==> config.mk <==
export PLATFORM = sky130hd
export DESIGN_NAME = ssp_word_accum_flat
export DESIGN_NICKNAME = d
export VERILOG_FILES = /design/src/rtl/ssp_word_accum_if.sv /design/src/rtl/ssp_word_accum.sv /design/src/flat_wrapper.sv
export SDC_FILE = /design/constraint.sdc
export NUM_CORES = 1
export LEC_CHECK = 0
export CORE_ASPECT_RATIO = 1.2
export CORE_UTILIZATION = 64
export DETAILED_ROUTE_END_ITERATION = 12
export DONT_BUFFER_PORTS = 1
export MAX_ROUTING_LAYER = met4
export PLACE_DENSITY_LB_ADDON = 0.15
export SYNTH_ARGS = -nofsm -noshare
export SYNTH_HDL_FRONTEND = slang
export SYNTH_SLANG_ARGS = --single-unit
==> constraint.sdc <==
create_clock -name clk -period 4.66 [get_ports clk]
set_clock_uncertainty 0.1 [all_clocks]
set_input_delay 0.466 -clock clk [delete_from_list [all_inputs] [get_ports clk]]
set_output_delay 0.466 -clock clk [all_outputs]
set_load 0.03 [all_outputs]
==> src/rtl/ssp_word_accum_if.sv <==
// ssp_word_accum_if: word-stream interface of the SSP window accumulator.
//   din_valid  master->slave  word qualifier
//   din        master->slave  packed 32-bit word, four unsigned bytes
//   dout       slave->master  saturated window total (ACC_W bits)
//   dout_valid slave->master  one-cycle pulse when dout updates
//   sat        slave->master  window total saturated
interface ssp_word_accum_if #(
  parameter int unsigned ACC_W = 16
);
  logic             din_valid;
  logic [31:0]      din;
  logic [ACC_W-1:0] dout;
  logic             dout_valid;
  logic             sat;

  modport master (
    output din_valid,
    output din,
    input  dout,
    input  dout_valid,
    input  sat
  );

  modport slave (
    input  din_valid,
    input  din,
    output dout,
    output dout_valid,
    output sat
  );
endinterface

==> src/rtl/ssp_word_accum.sv <==
// ssp_word_accum: sums the four unsigned bytes of each accepted 32-bit word
// (stage 1) and accumulates those byte sums over windows of N_WORDS words
// (stage 2). One saturated total per window is emitted with a one-cycle
// dout_valid pulse; dout and sat hold until the next window completes.
//
// Ports:
//   clk   system clock, all state on posedge
//   rst   asynchronous active-low reset
//   bus   ssp_word_accum_if slave: din_valid, din in; dout, dout_valid, sat out
//
// Configuration macro: APPROX_LOA_EN selects a lower-part-OR approximate
// adder (APPROX_BITS low bits) for the stage-2 add; otherwise the add is exact.
module ssp_word_accum #(
  parameter int unsigned N_WORDS     = 4,
  parameter int unsigned ACC_W       = 16,
  parameter int unsigned APPROX_BITS = 4
) (
  input  logic              clk,
  input  logic              rst,
  ssp_word_accum_if.slave   bus
);

  localparam int unsigned CntW = (N_WORDS > 1) ? $clog2(N_WORDS) : 1;
  localparam logic [CntW-1:0] CntLast = CntW'(N_WORDS - 1);

  // Window state is implied by cnt: IDLE at the window start, ACC inside it.
  localparam logic [0:0] ST_IDLE = 1'b0;
  localparam logic [0:0] ST_ACC  = 1'b1;

  // Elaboration-time parameter range checks.
  if (N_WORDS < 1) begin : g_bad_n_words
    $error("ssp_word_accum: N_WORDS must be at least 1");
  end
  if (ACC_W < 10) begin : g_bad_acc_w
    $error("ssp_word_accum: ACC_W must be at least 10");
  end
  if (APPROX_BITS < 1 || APPROX_BITS >= ACC_W) begin : g_bad_approx_bits
    $error("ssp_word_accum: APPROX_BITS must be in 1..ACC_W-1");
  end

  // Stage 1 state
  logic [9:0]       bsum_q;
  logic             s1_valid_q;

  // Stage 2 state
  logic [ACC_W-1:0] acc_q,  acc_d;
  logic [CntW-1:0]  cnt_q,  cnt_d;
  logic             sticky_q, sticky_d;
  logic [ACC_W-1:0] dout_q, dout_d;
  logic             sat_q,  sat_d;
  logic             dout_valid_d, dout_valid_q;

  logic [0:0]       state;
  logic             last_word;
  logic [ACC_W-1:0] acc_in;
  logic [ACC_W-1:0] bsum_ext;
  logic [ACC_W:0]   sum;
  logic             sat_now;
  logic [ACC_W-1:0] result;

  // ---------------------------------------------------------------------------
  // Stage 1: exact byte sum. bsum only loads on a valid word, so X on din
  // during gaps never reaches the accumulator.
  // ---------------------------------------------------------------------------
  always_ff @(posedge clk or negedge rst) begin
    if (!rst) begin
      bsum_q     <= '0;
      s1_valid_q <= 1'b0;
    end else begin
      s1_valid_q <= bus.din_valid;
      if (bus.din_valid) begin
        bsum_q <= 10'(bus.din[31:24]) + 10'(bus.din[23:16])
                + 10'(bus.din[15:8])  + 10'(bus.din[7:0]);
      end
    end
  end

  // ---------------------------------------------------------------------------
  // Stage 2: accumulate adder
  // ---------------------------------------------------------------------------
  assign state     = (cnt_q == '0) ? ST_IDLE : ST_ACC;
  assign last_word = (cnt_q == CntLast);
  // The first word of a window always starts from zero, which also covers a
  // new window beginning on the same edge the previous one is emitted.
  assign acc_in    = (state == ST_IDLE) ? '0 : acc_q;
  assign bsum_ext  = ACC_W'(bsum_q);

`ifdef APPROX_LOA_EN
  localparam int unsigned HiW = ACC_W - APPROX_BITS;

  logic [APPROX_BITS-1:0] loa_lo;
  logic                   loa_cin;
  logic [HiW:0]           loa_hi;

  always_comb begin
    loa_lo  = acc_in[APPROX_BITS-1:0] | bsum_ext[APPROX_BITS-1:0];
    loa_cin = acc_in[APPROX_BITS-1] & bsum_ext[APPROX_BITS-1];
    loa_hi  = {1'b0, acc_in[ACC_W-1:APPROX_BITS]} + {1'b0, bsum_ext[ACC_W-1:APPROX_BITS]}
            + (HiW + 1)'(loa_cin);
    // Carry-out of the upper part lands in sum[ACC_W].
    sum     = {loa_hi, loa_lo};
  end
`else
  assign sum = {1'b0, acc_in} + {1'b0, bsum_ext};
`endif

  assign sat_now = sum[ACC_W] | ((state == ST_ACC) & sticky_q);
  assign result  = sat_now ? '1 : sum[ACC_W-1:0];

  always_comb begin
    acc_d        = acc_q;
    cnt_d        = cnt_q;
    sticky_d     = sticky_q;
    dout_d       = dout_q;
    sat_d        = sat_q;
    dout_valid_d = 1'b0;
    if (s1_valid_q) begin
      if (last_word) begin
        dout_d       = result;
        sat_d        = sat_now;
        dout_valid_d = 1'b1;
        acc_d        = '0;
        cnt_d        = '0;
        sticky_d     = 1'b0;
      end else begin
        acc_d        = result;
        cnt_d        = cnt_q + 1'b1;
        sticky_d     = sat_now;
      end
    end
  end

  always_ff @(posedge clk or negedge rst) begin
    if (!rst) begin
      acc_q        <= '0;
      cnt_q        <= '0;
      sticky_q     <= 1'b0;
      dout_q       <= '0;
      sat_q        <= 1'b0;
      dout_valid_q <= 1'b0;
    end else begin
      acc_q        <= acc_d;
      cnt_q        <= cnt_d;
      sticky_q     <= sticky_d;
      dout_q       <= dout_d;
      sat_q        <= sat_d;
      dout_valid_q <= dout_valid_d;
    end
  end

  assign bus.dout       = dout_q;
  assign bus.sat        = sat_q;
  assign bus.dout_valid = dout_valid_q;

endmodule

==> src/flat_wrapper.sv <==
// flat-port wrapper written by rule: the top's interface ports become plain ports
module ssp_word_accum_flat 
#(
  parameter int unsigned N_WORDS     = 4,
  parameter int unsigned ACC_W       = 16,
  parameter int unsigned APPROX_BITS = 4
)
  (clk, rst, bus_din_valid, bus_din, bus_dout, bus_dout_valid, bus_sat);
  ssp_word_accum_if #(.ACC_W(ACC_W)) bus_i ();
  input  logic clk;
  input  logic rst;
  input wire logic [$bits(bus_i.din_valid)-1:0] bus_din_valid;
  input wire logic [$bits(bus_i.din)-1:0] bus_din;
  output wire logic [$bits(bus_i.dout)-1:0] bus_dout;
  output wire logic [$bits(bus_i.dout_valid)-1:0] bus_dout_valid;
  output wire logic [$bits(bus_i.sat)-1:0] bus_sat;
  assign bus_i.din_valid = bus_din_valid;
  assign bus_i.din = bus_din;
  assign bus_dout = bus_i.dout;
  assign bus_dout_valid = bus_i.dout_valid;
  assign bus_sat = bus_i.sat;
  ssp_word_accum #(.N_WORDS(N_WORDS), .ACC_W(ACC_W), .APPROX_BITS(APPROX_BITS)) u_core (.clk(clk), .rst(rst), .bus(bus_i));
endmodule
==> run_results.csv <==
group,metric,value,unit
status,status,"completed",
global_routing,grt_usage,26.5,%
synth,synth_edf_count,0,
global_routing,grtUsageMet2,47.0,%
sta,final_max_slew_viol_count,0,
cells_and_area,multi_input_area,2070,sq um
cts,cts_resized,0,
synth,synth_top_area_cell,"dfrtp_1",
setup_path,slowest_stage,"fa_1",
synth,ys_async_sr_fraction,100,%
cells_and_area,stdcell_area,3710,sq um
synth,synth_top_flop_cell,"dfrtp_1",
cells_and_area,final_nets,459,
synth,synth.distinct_cells,60,
global_routing,busiest_layer,"met2",
die,core,5300,sq um
global_routing,grt_overflow,0,
cts,cts_buffers,5,
cts,cts_root_buf,"clkbuf_8",
die,dieArea,5810,sq um
run,max_cap_viol_count,0,
power_and_ir_drop,power-per-cell-area,600,nW/um^2
setup_path,required,4.77,ns
setup_path,cp_cell_sequence,"ha_1 > inv_1 > fa_1 > xor2_1 > fa_1 > inv_1 > ha_1 > a21o_1 > a21oi_1 > nor2b_1 > o21a_1 > or3_1 > a31o_2",
global_routing,grt_max_degree,49,
setup_path,path_delay_family,"adder cells",
cts,cts_buffer_depth,2,
synth,synth-seq-area-share,34.1,%
sta,setup_viol,0,
setup_path,cp.arrival,3.37,ns
setup_path,cp-start-kind,"primary input",
cts,clock_sinks,48,
cts,cts_tree,"done",
detailed_routing,drtPass1Iterations,4,
synth,syn_area_per_cell,9.13,sq um
setup_path,critical_path_class,"in2reg",
synth,synth_nets,460,
sta,worst_slew_pin_slew,0.897,ns
sta,min_period,3.26,ns
power_and_ir_drop,ir_worst_vdd,242,uV
die,row_count,29,
detailed_routing,routedWlPerCell,15.2,um
cts,htreeDepth,2,
cells_and_area,regArea,1200,sq um
placed_design,gp_congestion,0.868,
synth,syn_area,3520,sq um
placed_design,dp_hpwl,5270,um
synth,synth_seq_cells,48,
die,io_pins,53,
cells_and_area,insertedDiodeCount,0,
cells_and_area,area_delta_synth_final,5.29,%
detailed_routing,drt_iter0_markers,153,
setup_path,crit_path_max_incr_delay,0.48,ns
global_routing,grt_pass1_wl,12200,um
sta,timing.final.crit_share,70.0,%
synth,ys_warn_count,0,
global_routing,met3_usage,3.40,%
cts,clk_pin_slew,0.09,ns
cells_and_area,utilization,70.1,%
synth,yosys.area.top_type_share,34.1,%
setup_path,crit_fanout,2,
placed_design,placed_cell_area,3560,sq um
sta,hold_viol,0,
setup_path,worst-path-buf-inv,2,
placed_design,preCtsSetupSlack,1.06,ns
power_and_ir_drop,p_leak,1.79,nW
detailed_routing,viasPerCell,5.99,
cells_and_area,n_fill_cell,422,
sta,worst_slack,1.40,ns
sta,max_freq,0.306,GHz
setup_path,cp-end-kind,"flip-flop",
detailed_routing,ant_nets,0,
detailed_routing,drt_wl_total,6810,um
hold_path,hp-class,"in2reg",
die,die_h,83.3,um
global_routing,gr-usage-met1,31.7,%
cells_and_area,drive_above_1_share,8.29,%
sta,rsz0062_at_grt,"no",
sta,tns,0,ns
cts,insertion_delay,0.31,ns
detailed_routing,num_vias,2682,
die,start_util,66.5,%
sta,relSlewSlack,40.2,%
die,die_w,69.7,um
synth,synth_cells,386,
detailed_routing,post-route-drc-count,0,
global_routing,antenna_found_initial,0,
placed_design,io_buffers,0,
global_routing,grt_pass1_vias,2797,
synth,yosys-top-cells-area,"dfrtp_1 (34%), ha_1 (9.9%), fa_1 (6.2%)",
-- final timing paths --
check                                             start                            to  slack, ns  cells after the start
setup / recovery                            bus_din[16]  u_core.bsum_q[6]$_DFFE_PN0P_       1.40                     13
hold / removal                            bus_din_valid   u_core.s1_valid_q$_DFF_PN0_       0.09                      0
setup reg to reg            u_core.cnt_q[0]$_DFFE_PN0P_  u_core.acc_q[15]$_DFFE_PN0P_       1.53                     11
hold reg to reg            u_core.bsum_q[9]$_DFFE_PN0P_  u_core.bsum_q[9]$_DFFE_PN0P_       0.43                      2
max in group asynchronous                           rst  u_core.acc_q[13]$_DFFE_PN0P_       3.69                      2
min in group asynchronous                           rst  u_core.bsum_q[2]$_DFFE_PN0P_       0.57                      2
-- worst reg2reg max path: stages (launching register included) --
cell and delay, ns:
dfrtp_1 0.39, inv_1 0.09, ha_1 0.26, buf_4 0.29, nor2_1 0.10, ha_1 0.35
a211oi_1 0.38, nor2_1 0.15, o311ai_4 0.33, nand2_2 0.18, o31ai_1 0.27, a2bb2oi_1 0.09
-- layer usage --
metal | routed length (um) | share of wire (%)
met2 | 3510 | 52
met1 | 2920 | 43
met3 | 286 | 4.2
met4 | 85 | 1.2
met5 | 0 | 0
-- flip-flops by register name (all words and copies together) (netlist names) --
register / flops
u_core.acc_q: 16
u_core.bsum_q: 10
u_core.bus.dout: 16
u_core.bus.dout_valid: 1
u_core.bus.sat: 1
u_core.cnt_q: 2
u_core.s1_valid_q: 1
u_core.sticky_q: 1
-- Yosys cell counts, drive strengths merged (2+ instances only) --
library cell,instances
a2bb2oi,2
mux2i,3
ha,28
nand2,30
inv,52
o211ai,6
o21bai,3
o21ai,26
a21boi,4
fa,11
dfrtp,48
o22ai,11
mux2,6
xor2,10
o21a,4
clkbuf,10
and4,2
a21o,8
a211oi,5
and3,2
a21oi,18
nand3,6
a31oi,4
nor2,35
nor2b,4
nor3,12
xnor2,10
o41ai,3
nand4,3
o31ai,2
-- metrics by stage --
stage,hold WS [ns],cells,power [mW]
after floorplan,0.0704,386,1.68
final,0.0850,448,2.23
after global routing,0.0716,448,2.43
after global placement,0.0713,438,1.86
after CTS,0.0784,448,2.23
after detailed placement,0.0713,438,1.90
-- logic make-up (layout without fill, tap and decap cells) --
group | Yosys count | count (layout) | share of synthesized area [%]
flip-flops | 48 | 48 | 34.1
XOR/XNOR | 20 | 20 | 4.97
multiplexers | 9 | 9 | 2.77
adder cells (fa/ha/maj) | 39 | 39 | 16.2
AND/OR/NAND/NOR | 102 | 102 | 14.1
buffers and inverters | 64 | 64 | 7.10
AO/OA/AOI/OAI | 104 | 104 | 20.8
-- layout make-up --
class	instances	share of cell area, %
clock buffer	5	1.85
clock inverter	3	1.25
inverter	53	5.36
multi-input combinational	274	55.9
sequential	48	32.4
tap	62	2.09
timing repair buffer	3	1.21
-- repair_timing --
action                                  CTS  global route
endpoints found under the setup margin    0             0
endpoints found under the hold margin    48             0
hold buffers                              2             0
buffers inserted                          0             0
-- power by group --
part / switching, mW / internal (mW) / total [mW] / leakage (nW)
clock network: 0.146 / 0.162 / 0.308 / 0.0548
logic: 0.685 / 0.490 / 1.17 / 1.13
registers: 0.185 / 0.559 / 0.744 / 0.608
total: 1.02 / 1.21 / 2.23 / 1.79
-- cells in the final DEF (no fill, tap or decap), types with 4 or more instances in the layout --
| cell | synthesis | routed |
|---|---|---|
| xor2_1 | 10 | 10 |
| a211oi_1 | 4 | 4 |
| dfrtp_1 | 48 | 48 |
| inv_1 | 52 | 52 |
| o21ai_0 | 25 | 25 |
| a21oi_1 | 16 | 16 |
| a21o_1 | 7 | 7 |
| nand3_1 | 6 | 6 |
| o22ai_1 | 11 | 11 |
| xnor2_1 | 10 | 10 |
| nor3_1 | 10 | 10 |
| o211ai_1 | 6 | 6 |
| nand2_1 | 29 | 29 |
| nor2_1 | 35 | 35 |
| ha_1 | 28 | 28 |
| fa_1 | 11 | 11 |
| mux2_2 | 6 | 6 |
| nor2b_1 | 4 | 4 |
| clkbuf_8 | 1 | 5 |
No activity file was read; power rests on OpenSTA's default activity.
